File: config.mk
export PLATFORM = sky130hd
export DESIGN_NAME = pc_sequencer
export DESIGN_NICKNAME = d
export VERILOG_FILES = /design/src/rtl/pc_seq_pkg.sv /design/src/rtl/pc_return_stack.sv /design/src/rtl/pc_sequencer.sv
export SDC_FILE = /design/constraint.sdc
export NUM_CORES = 1
export LEC_CHECK = 0
export BUFFER_PORTS_ARGS = -buffer_cell sky130_fd_sc_hd__buf_4
export CORE_MARGIN = 2
export CORE_UTILIZATION = 65
export DETAILED_ROUTE_END_ITERATION = 8
export PLACE_DENSITY_LB_ADDON = 0.05
export SYNTH_ARGS = -nofsm -noshare
export SYNTH_HDL_FRONTEND = slang
export SYNTH_HIERARCHICAL = 1
export SYNTH_SLANG_ARGS = --single-unit
export TNS_END_PERCENT = 30
File: constraint.sdc
create_clock -name Clk -period 7.17 [get_ports Clk]
set_input_delay 0.717 -clock Clk [delete_from_list [all_inputs] [get_ports Clk]]
set_output_delay 0.717 -clock Clk [all_outputs]
set_load 0.05 [all_outputs]
File: src/rtl/pc_seq_pkg.sv
// pc_seq_pkg: shared PC width, LUT geometry, pc_t, LUT reset defaults and the immediate sign-extend helper
package pc_seq_pkg;
  localparam int PC_W = 12;
  localparam int LUT_IW = 4;
  typedef logic [PC_W-1:0] pc_t;
  localparam pc_t LUT_INIT [2**LUT_IW] = '{
    12'hF97, 12'h000, 12'h000, 12'h000, 12'h000, 12'h000, 12'h000, 12'h000,
    12'h000, 12'h000, 12'h000, 12'h000, 12'h000, 12'hF7E, 12'h00D, 12'hF88
  };
  function automatic pc_t sext(input logic [LUT_IW-1:0] imm);
    return {{(PC_W-LUT_IW){imm[LUT_IW-1]}}, imm};
  endfunction
endpackage

File: src/rtl/pc_return_stack.sv
// pc_return_stack: DEP-entry LIFO (clk_i, rst_i, push_i, pop_i, data_i in; top_o, full_o, empty_o out); push ignored when full, pop ignored when empty
module pc_return_stack #(
  parameter int D = 12,
  parameter int DEP = 4
) (
  input  logic         clk_i,
  input  logic         rst_i,
  input  logic         push_i,
  input  logic         pop_i,
  input  logic [D-1:0] data_i,
  output logic [D-1:0] top_o,
  output logic         full_o,
  output logic         empty_o
);
  localparam int PW = $clog2(DEP + 1);
  localparam int IW = DEP > 1 ? $clog2(DEP) : 1;
  logic [D-1:0] mem_q [2**IW];
  logic [PW-1:0] ptr_q;
  assign full_o = ptr_q == PW'(DEP);
  assign empty_o = ptr_q == '0;
  assign top_o = mem_q[IW'(ptr_q - PW'(1))];
  always_ff @(posedge clk_i) begin
    if (push_i && !full_o) mem_q[IW'(ptr_q)] <= data_i;
  end
  always_ff @(posedge clk_i) begin
    if (rst_i) ptr_q <= '0;
    else if (push_i && !full_o) ptr_q <= ptr_q + PW'(1);
    else if (pop_i && !empty_o) ptr_q <= ptr_q - PW'(1);
  end
endmodule

File: src/rtl/pc_sequencer.sv
// pc_sequencer: PC register with imm/LUT/absolute branch, call/return stack, writable branch LUT; in: Clk Reset stall halt branch_en immOrLUT abs_mode pc_ctrl_input call ret lut_we lut_waddr lut_wdata; out: prog_counter done ras_ovf ras_unf
module pc_sequencer
  import pc_seq_pkg::*;
#(
  parameter int D = PC_W,
  parameter int IDX_W = LUT_IW,
  parameter int RAS_DEP = 4
) (
  input  logic             Clk,
  input  logic             Reset,
  input  logic             stall,
  input  logic             halt,
  input  logic             branch_en,
  input  logic             immOrLUT,
  input  logic             abs_mode,
  input  logic [IDX_W-1:0] pc_ctrl_input,
  input  logic             call,
  input  logic             ret,
  input  logic             lut_we,
  input  logic [IDX_W-1:0] lut_waddr,
  input  logic [D-1:0]     lut_wdata,
  output logic [D-1:0]     prog_counter,
  output logic             done,
  output logic             ras_ovf,
  output logic             ras_unf
);
  logic [D-1:0] lut_q [2**IDX_W];
  logic [D-1:0] pc_q, pc_d, pc_inc, lut_val, target, top;
  logic done_q, done_d, ovf_q, ovf_d, unf_q, unf_d;
  logic active, do_ret, do_call, do_br, full, empty;
  always_comb begin
    lut_val = lut_q[pc_ctrl_input];
    pc_inc = pc_q + D'(1);
    target = !immOrLUT ? pc_q + sext(pc_ctrl_input) : abs_mode ? lut_val : pc_q + lut_val;
    active = !done_q && !stall && !halt;
    do_ret = active && ret;
    do_call = active && !ret && call;
    do_br = active && !ret && (call || branch_en);
    pc_d = !active ? pc_q : do_ret ? (empty ? pc_inc : top) : do_br ? target : pc_inc;
    done_d = done_q || (!done_q && !stall && halt);
    ovf_d = ovf_q || (do_call && full);
    unf_d = unf_q || (do_ret && empty);
  end
  pc_return_stack #(.D(D), .DEP(RAS_DEP)) u_ras (
    .clk_i  (Clk),
    .rst_i  (Reset),
    .push_i (do_call),
    .pop_i  (do_ret),
    .data_i (pc_inc),
    .top_o  (top),
    .full_o (full),
    .empty_o(empty)
  );
  always_ff @(posedge Clk) begin
    if (Reset) lut_q <= LUT_INIT;
    else if (lut_we) lut_q[lut_waddr] <= lut_wdata;
  end
  always_ff @(posedge Clk) begin
    if (Reset) begin
      pc_q <= '0;
      done_q <= 1'b0;
      ovf_q <= 1'b0;
      unf_q <= 1'b0;
    end else begin
      pc_q <= pc_d;
      done_q <= done_d;
      ovf_q <= ovf_d;
      unf_q <= unf_d;
    end
  end
  assign prog_counter = pc_q;
  assign done = done_q;
  assign ras_ovf = ovf_q;
  assign ras_unf = unf_q;
endmodule

Word level (Yosys, flattened, before mapping)
Memories as Yosys holds them, arrays and structs flattened.
Cells that the tools add are included.
Operators by class
  $add $sub $neg: 5
  order comparisons: 3
  equality and inequality tests: 1
  multiplexer cells: 15
  bitwise logic cells: 2
  reduce and logical (&&, ||, !) cells: 24
Operator list (number)
  192-bit bitwise mux: 1
  12-bit 2-to-1 mux: 8
  12-bit binary-select mux with 4-bit select: 1
  12-bit demux with 4-bit select: 1
  12-bit adder: 2
  12-bit by 1-bit adder with 12-bit output, second input constant: 1
  1-bit logical AND: 12
  5-bit greater-or-equal comparator, second input constant: 2
  4-bit inverter with 5-bit output: 2
  1-bit logical NOT: 6
  3-bit 2-to-1 mux: 2
  5-bit by 1-bit less-than comparator with 1-bit output, second input constant: 1
  1-bit logical OR: 4
  3-bit by 1-bit adder with 3-bit output, second input constant: 1
  3-bit == test, second input constant: 1
  3-bit logical NOT: 1
  3-bit by 1-bit subtractor with 3-bit output, second input constant: 1
  1-bit 2-to-1 mux: 2
  2-bit nonzero test: 1
Word-level totals
  flip-flop bits (word level): 210
  bits in writable memories: 48
  bits of input ports: 30
  output and inout port bits: 15
  word-level logic and storage cells: 72
  memories kept: 1
Memories
  u_ras.mem_q: words 4, width 12, read ports 1, clocked after memory_dff 0, wr ports 1, RTL line pc_return_stack.sv:17  | logic [D-1:0] mem_q [2**IW];

Depth between registers and ports, before layout
Gate-level depths: netlist of run 1.
  depth after elaboration: 9
  depth in mapped cells: 14
  mapped depth without buffers: 12

Modules after synthesis
The synthesis of run 1 kept the hierarchy.
By module, submodules not included
  pc_sequencer: times used 1, cells each 1169, area an instance 10481.3 um^2, seq. area each 4144.0 um^2
  pc_return_stack: times used 1, cells each 96, area an instance 2035.7 um^2, seq. area each 1501.4 um^2

Worst setup path before layout of run 1
No wires, ideal clock.
  path type: input-to-reg
  start point: input port pc_ctrl_input[0]
  end point: register pc_q[11], in the netlist prog_counter[11]
  library setup time: 122 ps
  data arrival time: 3681 ps
  data required time: 7048 ps
  path slack: 3367 ps
  stages: 12
  path buffers: 2
  cells stage by stage: buf_6 buf_2 mux4_2 mux4_2 ha_1 nand3_1 nand2_1 o41ai_1 a2111oi_4 a211oi_1 o211ai_2 o311a_1
Between the ends
  longest elaborated chain between the ends: 9
  elaborated cells on any way between the ends: 10
  those cells by class: add/sub (2); mux (7); bitwise (1)
Ends and longest elaborated chain
  start, declared: RTL line pc_sequencer.sv:16  | input logic [IDX_W-1:0] pc_ctrl_input,
  4-bit inverter with 5-bit output (not written as such): RTL line pc_sequencer.sv:32  | lut_val = lut_q[pc_ctrl_input];
  12-bit binary-select mux with 4-bit select: RTL line pc_sequencer.sv:32
  12-bit 2-to-1 mux (not written as such) (2 in a row): RTL line pc_sequencer.sv:32
  12-bit adder: RTL line pc_sequencer.sv:34  | target = !immOrLUT ? pc_q + sext(pc_ctrl_input) : abs_mode ? lut_val : pc_q + lut_val;
  12-bit 2-to-1 mux: RTL line pc_sequencer.sv:34
  12-bit 2-to-1 mux *: RTL line pc_sequencer.sv:34
  12-bit 2-to-1 mux * (2 in a row): RTL line pc_sequencer.sv:39  | pc_d = !active ? pc_q : do_ret ? (empty ? pc_inc : top) : do_br ? target : pc_inc;
  end signal, assigned: RTL line pc_sequencer.sv:65  | pc_q <= pc_d;
  end, declared: RTL line pc_sequencer.sv:28  | logic [D-1:0] pc_q, pc_d, pc_inc, lut_val, target, top;
Mark *: on every way between the ends. The rest lies on a longest branch, timed or not. The select of a mux whose other input is x is not followed.
A chain may end at the register's enable or synchronous reset.

Worst setup path after layout of run 1
Ends and elaborated chain as after synthesis.

==> metrics, run 1 <==
CTS Buf Count 26; Post-Route Skew 14.5 ps; Clk pwr share 42.6%; Mapped Area 12500 µm²; Cell Rows 50; Layout Area Growth over Synthesis 9.93%; root buf cell clkbuf_16; CTS tree done; nets@finish 1322; via-per-instance ratio 6.22; pwr dens 232 nW/µm²; initial antenna violation count 0; Post-Synth Simple-Gate Area 16.5%; CP Data Required Time 7590 ps; leakage power 5.04 nW; maxcap violations 0; clock sinks 258; Pint 2.41 mW; Avg WL per Cell 21.3 µm; min cycle time layout 4090 ps; sequential fraction of the synthesis area 45.1%; crit-path max FO 49; worst slew pin tran 1290 ps; combinational power share 9.7%; FF+latch count, synth 258; grt total ovfl 0; GRT Total Usage 32.4%; Die Y 143 µm; multi-input logic area 6410 µm²; Sequential cell area 5650 µm²; CORE AREA 18800 µm²; Max Fclk 0.244 GHz; synth unique cells 57; Worst setup EP type flip-flop; slew margin rel. 13.1%; CTS clk-pin slew, worst paths 60 ps; Clock Latency Late Sink 540 ps; diodes inserted 0; GP Congestion 0.885; largest net degree at the start of global routing 111; total setup buffers inserted after CTS 0; initial drt markers 746; vias in the first global route 9118; critical path class primary input to flip-flop; Tcrit/Tclk final 57.1%; detailed-placement wirelength estimate 20500 µm; worst min path class primary input to flip-flop; layout cell share with drive strength beyond 1 14.2%; final hold vios 0; Hold Path Depth 3; CP arrival 4510 ps; Final ANT Viol Nets 0; Final setup viols 0; crit start category primary input; die width 143 µm; Syn Area/Cell 9.89 µm²; H-tree Lvls 1; DR pass1 iterations 6; Hold WS 434 ps; # IOs 45; Mapped Cells 1265; number of synthesis warnings 6; status completed; DRC viols 0; sequential share of power 47.6%; fill count 1414; nets in the synthesized netlist 1326; Synth async-reset ratio 0%; ys flop type dfxtp_1; Resized Gates After CTS 0; fin. max-slew vios 0; largest family of logic cells by synthesized area multiplexers; Total Die Area 20400 µm²; Post-Synth XOR/XNOR Area 1.61%; Starting Density 66.5%; RSZ-0062 raised after global routing no; Synth Area in Compound Gates 10.5%; Port Buf Inserts 44; post-synthesis mux area share 19.4%; Psw 0.775 mW; first-pass GRT wire length 50800 µm; Peak VDD IR 0.000204 V; Sw Share 24.3%; Vias 9583; Post-synth EDFFs 48; hold_buf cts 0; setup TNS 0 ps; R2R depth 10; post-synthesis adder-cell area fraction 3.22%; Post-Route WL 32800 µm; CTS Buffer Depth 3
[final timing paths]
path,from,endpoint,slack [ps]
min reg2reg,lut_q[22],lut_q[22],450
min,halt,done,430
max reg2reg,lut_q[9],prog_counter[11],3810
max,pc_ctrl_input[0],prog_counter[11],3080
[routing by layer]
layer  vias up  global-route usage (%)  part of all wire [%]
li1       4477                       -                     -
met1      4686                    42.0                    41
met2       346                    54.8                    49
met3        74                    6.37                   7.2
met4         0                    11.2                   3.3
met5         -                       0                     0
[layout make-up]
cell class	instances	area share, %
Inverter	17	0.464
Timing Repair Buffer	60	3.30
Clock inverter	8	0.746
Multi-Input combinational cell	898	46.6
Tap cell	260	2.36
Clock buffer	40	5.48
Sequential cell	258	41.0
[synth_stat cells, types with 6 or more instances]
| cell type | instances | area, µm² |
|---|---|---|
| o21ai_0 | 22 | 110 |
| o22ai_1 | 9 | 56.3 |
| nand3b_1 | 22 | 165 |
| nand2b_1 | 7 | 43.8 |
| a31oi_1 | 7 | 43.8 |
| nor3_1 | 16 | 80.1 |
| a211oi_1 | 6 | 45.0 |
| xor2_1 | 10 | 87.6 |
| inv_1 | 17 | 63.8 |
| buf_2 | 9 | 45.0 |
| or3_1 | 9 | 56.3 |
| buf_1 | 11 | 41.3 |
| mux4_2 | 71 | 1600 |
| nor2_1 | 115 | 432 |
| xnor2_1 | 13 | 114 |
| a21oi_1 | 119 | 596 |
| edfxtp_1 | 48 | 1440 |
| o21a_1 | 8 | 60.1 |
| ha_1 | 29 | 363 |
| nand3_1 | 15 | 75.1 |
| mux2i_1 | 79 | 791 |
| dfxtp_1 | 210 | 4200 |
| nor2b_1 | 17 | 106 |
| and3_1 | 7 | 43.8 |
| clkbuf_1 | 67 | 251 |
| o21ai_1 | 6 | 30.0 |
| a211o_1 | 10 | 87.6 |
| nand2_1 | 245 | 920 |
[flip-flops by register name, indices dropped and copies added, names as in the netlist]
register	flops
u_ras/mem_q	48
ras_unf	1
lut_q	192
u_ras/ptr_q	3
ras_ovf	1
done	1
prog_counter	12
[layout by cell type, fill, tap and decap left out, types with 15 or more instances in the layout]
cell type and count:
nand2_1 245, dfxtp_1 210, a21oi_1 119, nor2_1 115
mux2i_1 79, mux4_2 71, buf_4 59, edfxtp_1 48
ha_1 29, clkbuf_16 27, nand3b_1 22, o21ai_0 22
inv_1 17, nor2b_1 17, nor3_1 16, nand3_1 15
[power groups by stage]
stage	combinational, mW	sequential [mW]	clock, mW
floorplan	0.209	1.56	0
global placement	0.302	1.55	0
detailed placement	0.307	1.55	0
CTS	0.309	1.52	1.37
global route	0.335	1.52	1.43
finish	0.311	1.52	1.36
[critical path, stage by stage]
cell	delay, ps
buf_4	700
mux4_2	590
mux4_2	510
ha_1	380
a21oi_1	190
nand2_1	120
o41ai_1	560
a2111oi_4	110
a211oi_1	310
o211ai_2	140
o311a_1	140
[metrics by stage]
| stage | worst slack (ps) | std cells | utilization, % | area [µm²] | power [mW] |
|---|---|---|---|---|---|
| 2_1_floorplan | 3370 | 1265 | - | 12500 | 1.77 |
| 3_3_place_gp | 2750 | 1493 | 68.5 | 12900 | 1.85 |
| 3_5_place_dp | 2600 | 1493 | 68.5 | 12900 | 1.86 |
| 4_1_cts | 3070 | 1541 | 73.1 | 13800 | 3.20 |
| 5_1_grt | 2880 | 1541 | 73.1 | 13800 | 3.28 |
| 6_report | 3080 | 1541 | 73.1 | 13800 | 3.19 |
[kinds of logic (layout without fill, tap and decap cells)]
kind of cell               count (synthesis)  count (layout)
muxes                                    152             152
buffers and inverters                    109             125
adders and majority gates                 31              31
AOI/OAI and AO/OA                        217             217
DFF                                      258             258
and+or+nand+nor                          475             475
xor gates and xnor gates                  23              23
(Power assumes the default switching activity.)
==> inputs of run 2 (changes only) <==
--- a/config.mk
+++ b/config.mk
@@ -5,9 +5,10 @@
 export SDC_FILE = /design/constraint.sdc
 export NUM_CORES = 1
 export LEC_CHECK = 0
+export ABC_AREA = 1
 export BUFFER_PORTS_ARGS = -buffer_cell sky130_fd_sc_hd__buf_4
 export CORE_MARGIN = 2
-export CORE_UTILIZATION = 65
+export CORE_UTILIZATION = 62
 export DETAILED_ROUTE_END_ITERATION = 8
 export PLACE_DENSITY_LB_ADDON = 0.05
 export SYNTH_ARGS = -nofsm -noshare
==> constraint.sdc (replaced) <==
create_clock -name Clk -period 3.9 [get_ports Clk]
set_input_delay 0.39 -clock Clk [delete_from_list [all_inputs] [get_ports Clk]]
set_output_delay 0.39 -clock Clk [all_outputs]
set_load 0.05 [all_outputs]
==> metrics, run 2 <==
H-tree Lvls 1 (unchanged); worst min path class primary input to flip-flop; Port Buf Inserts 44 (unchanged); Most flops, register lut_q; top cells by count, synth nor2_1 (386), o21ai_0 (288), dfxtp_1 (210), nand2_1 (199), inv_1 (134); initial antenna violation count 0 (unchanged); hold_buf cts 0 (unchanged); status completed; Cell Rows 52 (+4.0%); Syn Area/Cell 7.27 µm² (-27%); die width 148 µm (+3.8%); total setup buffers inserted after CTS 0 (unchanged); fill count 1752 (+24%); detailed-placement wirelength estimate 24500 µm (+19%); CTS clk-pin slew, worst paths 60 ps (about the same); Post-Synth Simple-Gate Area 22.6% (+6.1 points); Post-Synth XOR/XNOR Area 1.36% (-0.25 points); Mapped Area 12900 µm² (+3.0%); Post-Route Skew 15.5 ps (+1.03 ps); via-per-instance ratio 5.89 (-5.3%); Starting Density 63.5% (-3.0 points); sequence of cells on the critical path buf_4, inv_1, buf_4, o211ai_1, o211ai_1, nand3_1, nand2_1, ha_1, nand2_1, nand2_1, a21oi_1, nand3_1, nand2_1, nand3_1, nand2_1, nand3_1, nand3_1, nand2_1, a21oi_1; CTS tree done; vias in the first global route 11000 (+20%); setup slack after layout 983 ps (-2100 ps); crit start category primary input; Psw 1.65 mW (+110%); maxcap violations 0 (unchanged); Avg WL per Cell 18.3 µm (-14%); sequential share of power 46.3% (-1.3 points); Yosys top cell by area dfxtp_1; flop2flop setup slack 1140 ps (-2670 ps); worst slew pin tran 1040 ps (-251 ps); R2R depth 16 (+6); diodes inserted 0 (unchanged); post-route cell area 14200 µm² (+2.9%); Pint 4.42 mW (+83%); placed cell areas 13300 µm² (+3.1%); Worst setup EP type flip-flop; CTS Buf Count 26 (unchanged); CTS Buffer Depth 3 (unchanged); initial drt markers 1223 (+64%); combinational power share 12.8% (+3.1 points); Vias 12000 (+26%); RSZ-0062 raised after global routing no; first-pass GRT wire length 59400 µm (+17%); Post-synth EDFFs 48 (unchanged); worst hold start halt; Resized Gates After CTS 0 (unchanged); Most common cell on crit path nand2_1; Clk pwr share 40.9% (-1.7 points); nets in the synthesized netlist 1835 (+38%); ys flop type dfxtp_1; Total Die Area 22000 µm² (+7.8%); max reg flops 192 (unchanged); Synth Area in Compound Gates 20.9% (+10 points); Synth async-reset ratio 0% (unchanged); FF+latch count, synth 258 (unchanged); setup TNS 0 ps (unchanged); slowest cell delay on critical path 590 ps (-110 ps); Die Y 148 µm (+3.8%); post-synthesis adder-cell area fraction 3.13% (-0.094 points); cell count after placement 1999 (+34%); CP Data Required Time 4370 ps (-3220 ps); Clock Latency Late Sink 550 ps (about the same); Final setup viols 0 (unchanged); Layout Area Growth over Synthesis 9.81%; min cycle time layout 2920 ps; sequential fraction of the synthesis area 43.8% (-1.3 points); number of synthesis warnings 6 (unchanged); post-synthesis mux area share 0% (-19 points); Worst path slowest cell inv_1; Synth top area share 32.6% (-0.98 points); final core area utilization 69.7% (-3.3 points); commonest non-fill, non-tap cell in the layout nor2_1; GRT Total Usage 33.9% (+1.5 points); RR Endpoint prog_counter[11]; critical path class primary input to flip-flop; DRC viols 0 (unchanged); most common cell in the synthesized netlist nor2_1; Mapped Cells 1774 (+40%); final cell count without fillers 2046 (+33%); DR pass1 iterations 5 (-1); Hold Path Depth 3 (unchanged); reg-to-reg startpoint lut_q[165]; Tcrit/Tclk final 74.8%; GP Congestion 0.967 (+9.4%); final hold vios 0 (unchanged); layout cell share with drive strength beyond 1 7.38% (-6.8 points); crit path buf inv count 3 (+2); Max Fclk 0.343 GHz; root buf cell clkbuf_16; fin. max-slew vios 0 (unchanged); pwr dens 429 nW/µm² (+85%); synth unique cells 44 (-23%); nets@finish 1818 (+38%); dpl ws 551 ps (-2050 ps); largest family of logic cells by synthesized area simple AND/OR/NAND/NOR gates; Peak VDD IR 0.000412 V (+100%); Hold Crit Endpoint done; largest delay contributor family on the critical path simple AND/OR/NAND/NOR gates; grt total ovfl 0 (unchanged); slew margin rel. 30.4% (+17 points); crit-path max FO 17 (-65%); top cells by area, synth dfxtp_1 (33%), nor2_1 (11%), o21ai_0 (11%); CP arrival 3390 ps (-1120 ps); clock sinks 258 (unchanged); Post-Route WL 37500 µm (+14%); # IOs 45 (unchanged); leakage power 6.05 nW (+20%); Sw Share 27.2% (+2.9 points); commonest non-fill, non-tap cells in the layout nor2_1 (386), o21ai_0 (288), dfxtp_1 (210); CORE AREA 20300 µm² (+7.8%); largest net degree at the start of global routing 79 (-29%); Final ANT Viol Nets 0 (unchanged)
==> run 2: how the worst max path moves through the flow <==
stage | startpoint | to | slack [ps] | cells after the start
2_1_floorplan | pc_ctrl_input[0] | prog_counter[6] | 1200 | 21
3_3_place_gp | pc_ctrl_input[1] | prog_counter[10] | 600 | 18
3_5_place_dp | pc_ctrl_input[1] | prog_counter[10] | 550 | 18
4_1_cts | pc_ctrl_input[1] | prog_counter[10] | 1080 | 18
5_1_grt | pc_ctrl_input[1] | prog_counter[11] | 710 | 19
6_report | pc_ctrl_input[1] | prog_counter[11] | 980 | 19
==> run 2: power by group through the flow <==
stage | registers [mW] | clock network, mW | logic [mW]
finish | 2.81 | 2.48 | 0.777
global route | 2.82 | 2.60 | 0.850
detailed placement | 2.87 | 0 | 0.757
floorplan | 2.89 | 0 | 0.492
global placement | 2.87 | 0 | 0.746
CTS | 2.81 | 2.49 | 0.760
==> run 2: logic make-up (layout without fill, tap and decap cells) <==
| group | count (synthesis) | count (layout) |
|---|---|---|
| AOI/OAI and AO/OA | 494 | 494 |
| xor gates and xnor gates | 20 | 20 |
| adders and majority gates | 31 | 31 |
| buffers and inverters | 257 | 259 |
| DFF | 258 | 258 |
| and+or+nand+nor | 714 | 714 |
==> run 2: layer usage <==
layer  GRT usage [%]  part of all wire [%]  up-vias  wire length (µm)
li1                -                     -     5889                 -
met1            50.3                    45     5530             16800
met2            50.9                    43      558             16200
met3            5.67                   9.7       70              3630
met4            10.3                   2.5        0               950
met5               0                     0        -                 0
==> run 2: worst min-delay path: cells and delay by family <==
kind            cells  cell delay (ps)
buf+inv             1              100
simple gates        1               70
compound gates      1               60
==> run 2: through the flow <==
stage | hold WS [ps] | power, mW
final | 115 | 6.07
after global routing | 125 | 6.27
after CTS | 114 | 6.06
after detailed placement | 437 | 3.63
after global placement | 432 | 3.61
after floorplan | 424 | 3.38
==> run 2: area by class of cell <==
| cell class | count | area (µm²) | share of cell area (%) |
|---|---|---|---|
| Clock buffer | 30 | 696 | 4.91 |
| Inverter | 139 | 529 | 3.74 |
| Timing Repair Buffer | 73 | 598 | 4.22 |
| Multi-Input combinational cell | 1259 | 6190 | 43.7 |
| Tap cell | 270 | 338 | 2.39 |
| Clock inverter | 17 | 159 | 1.12 |
| Sequential cell | 258 | 5650 | 39.9 |
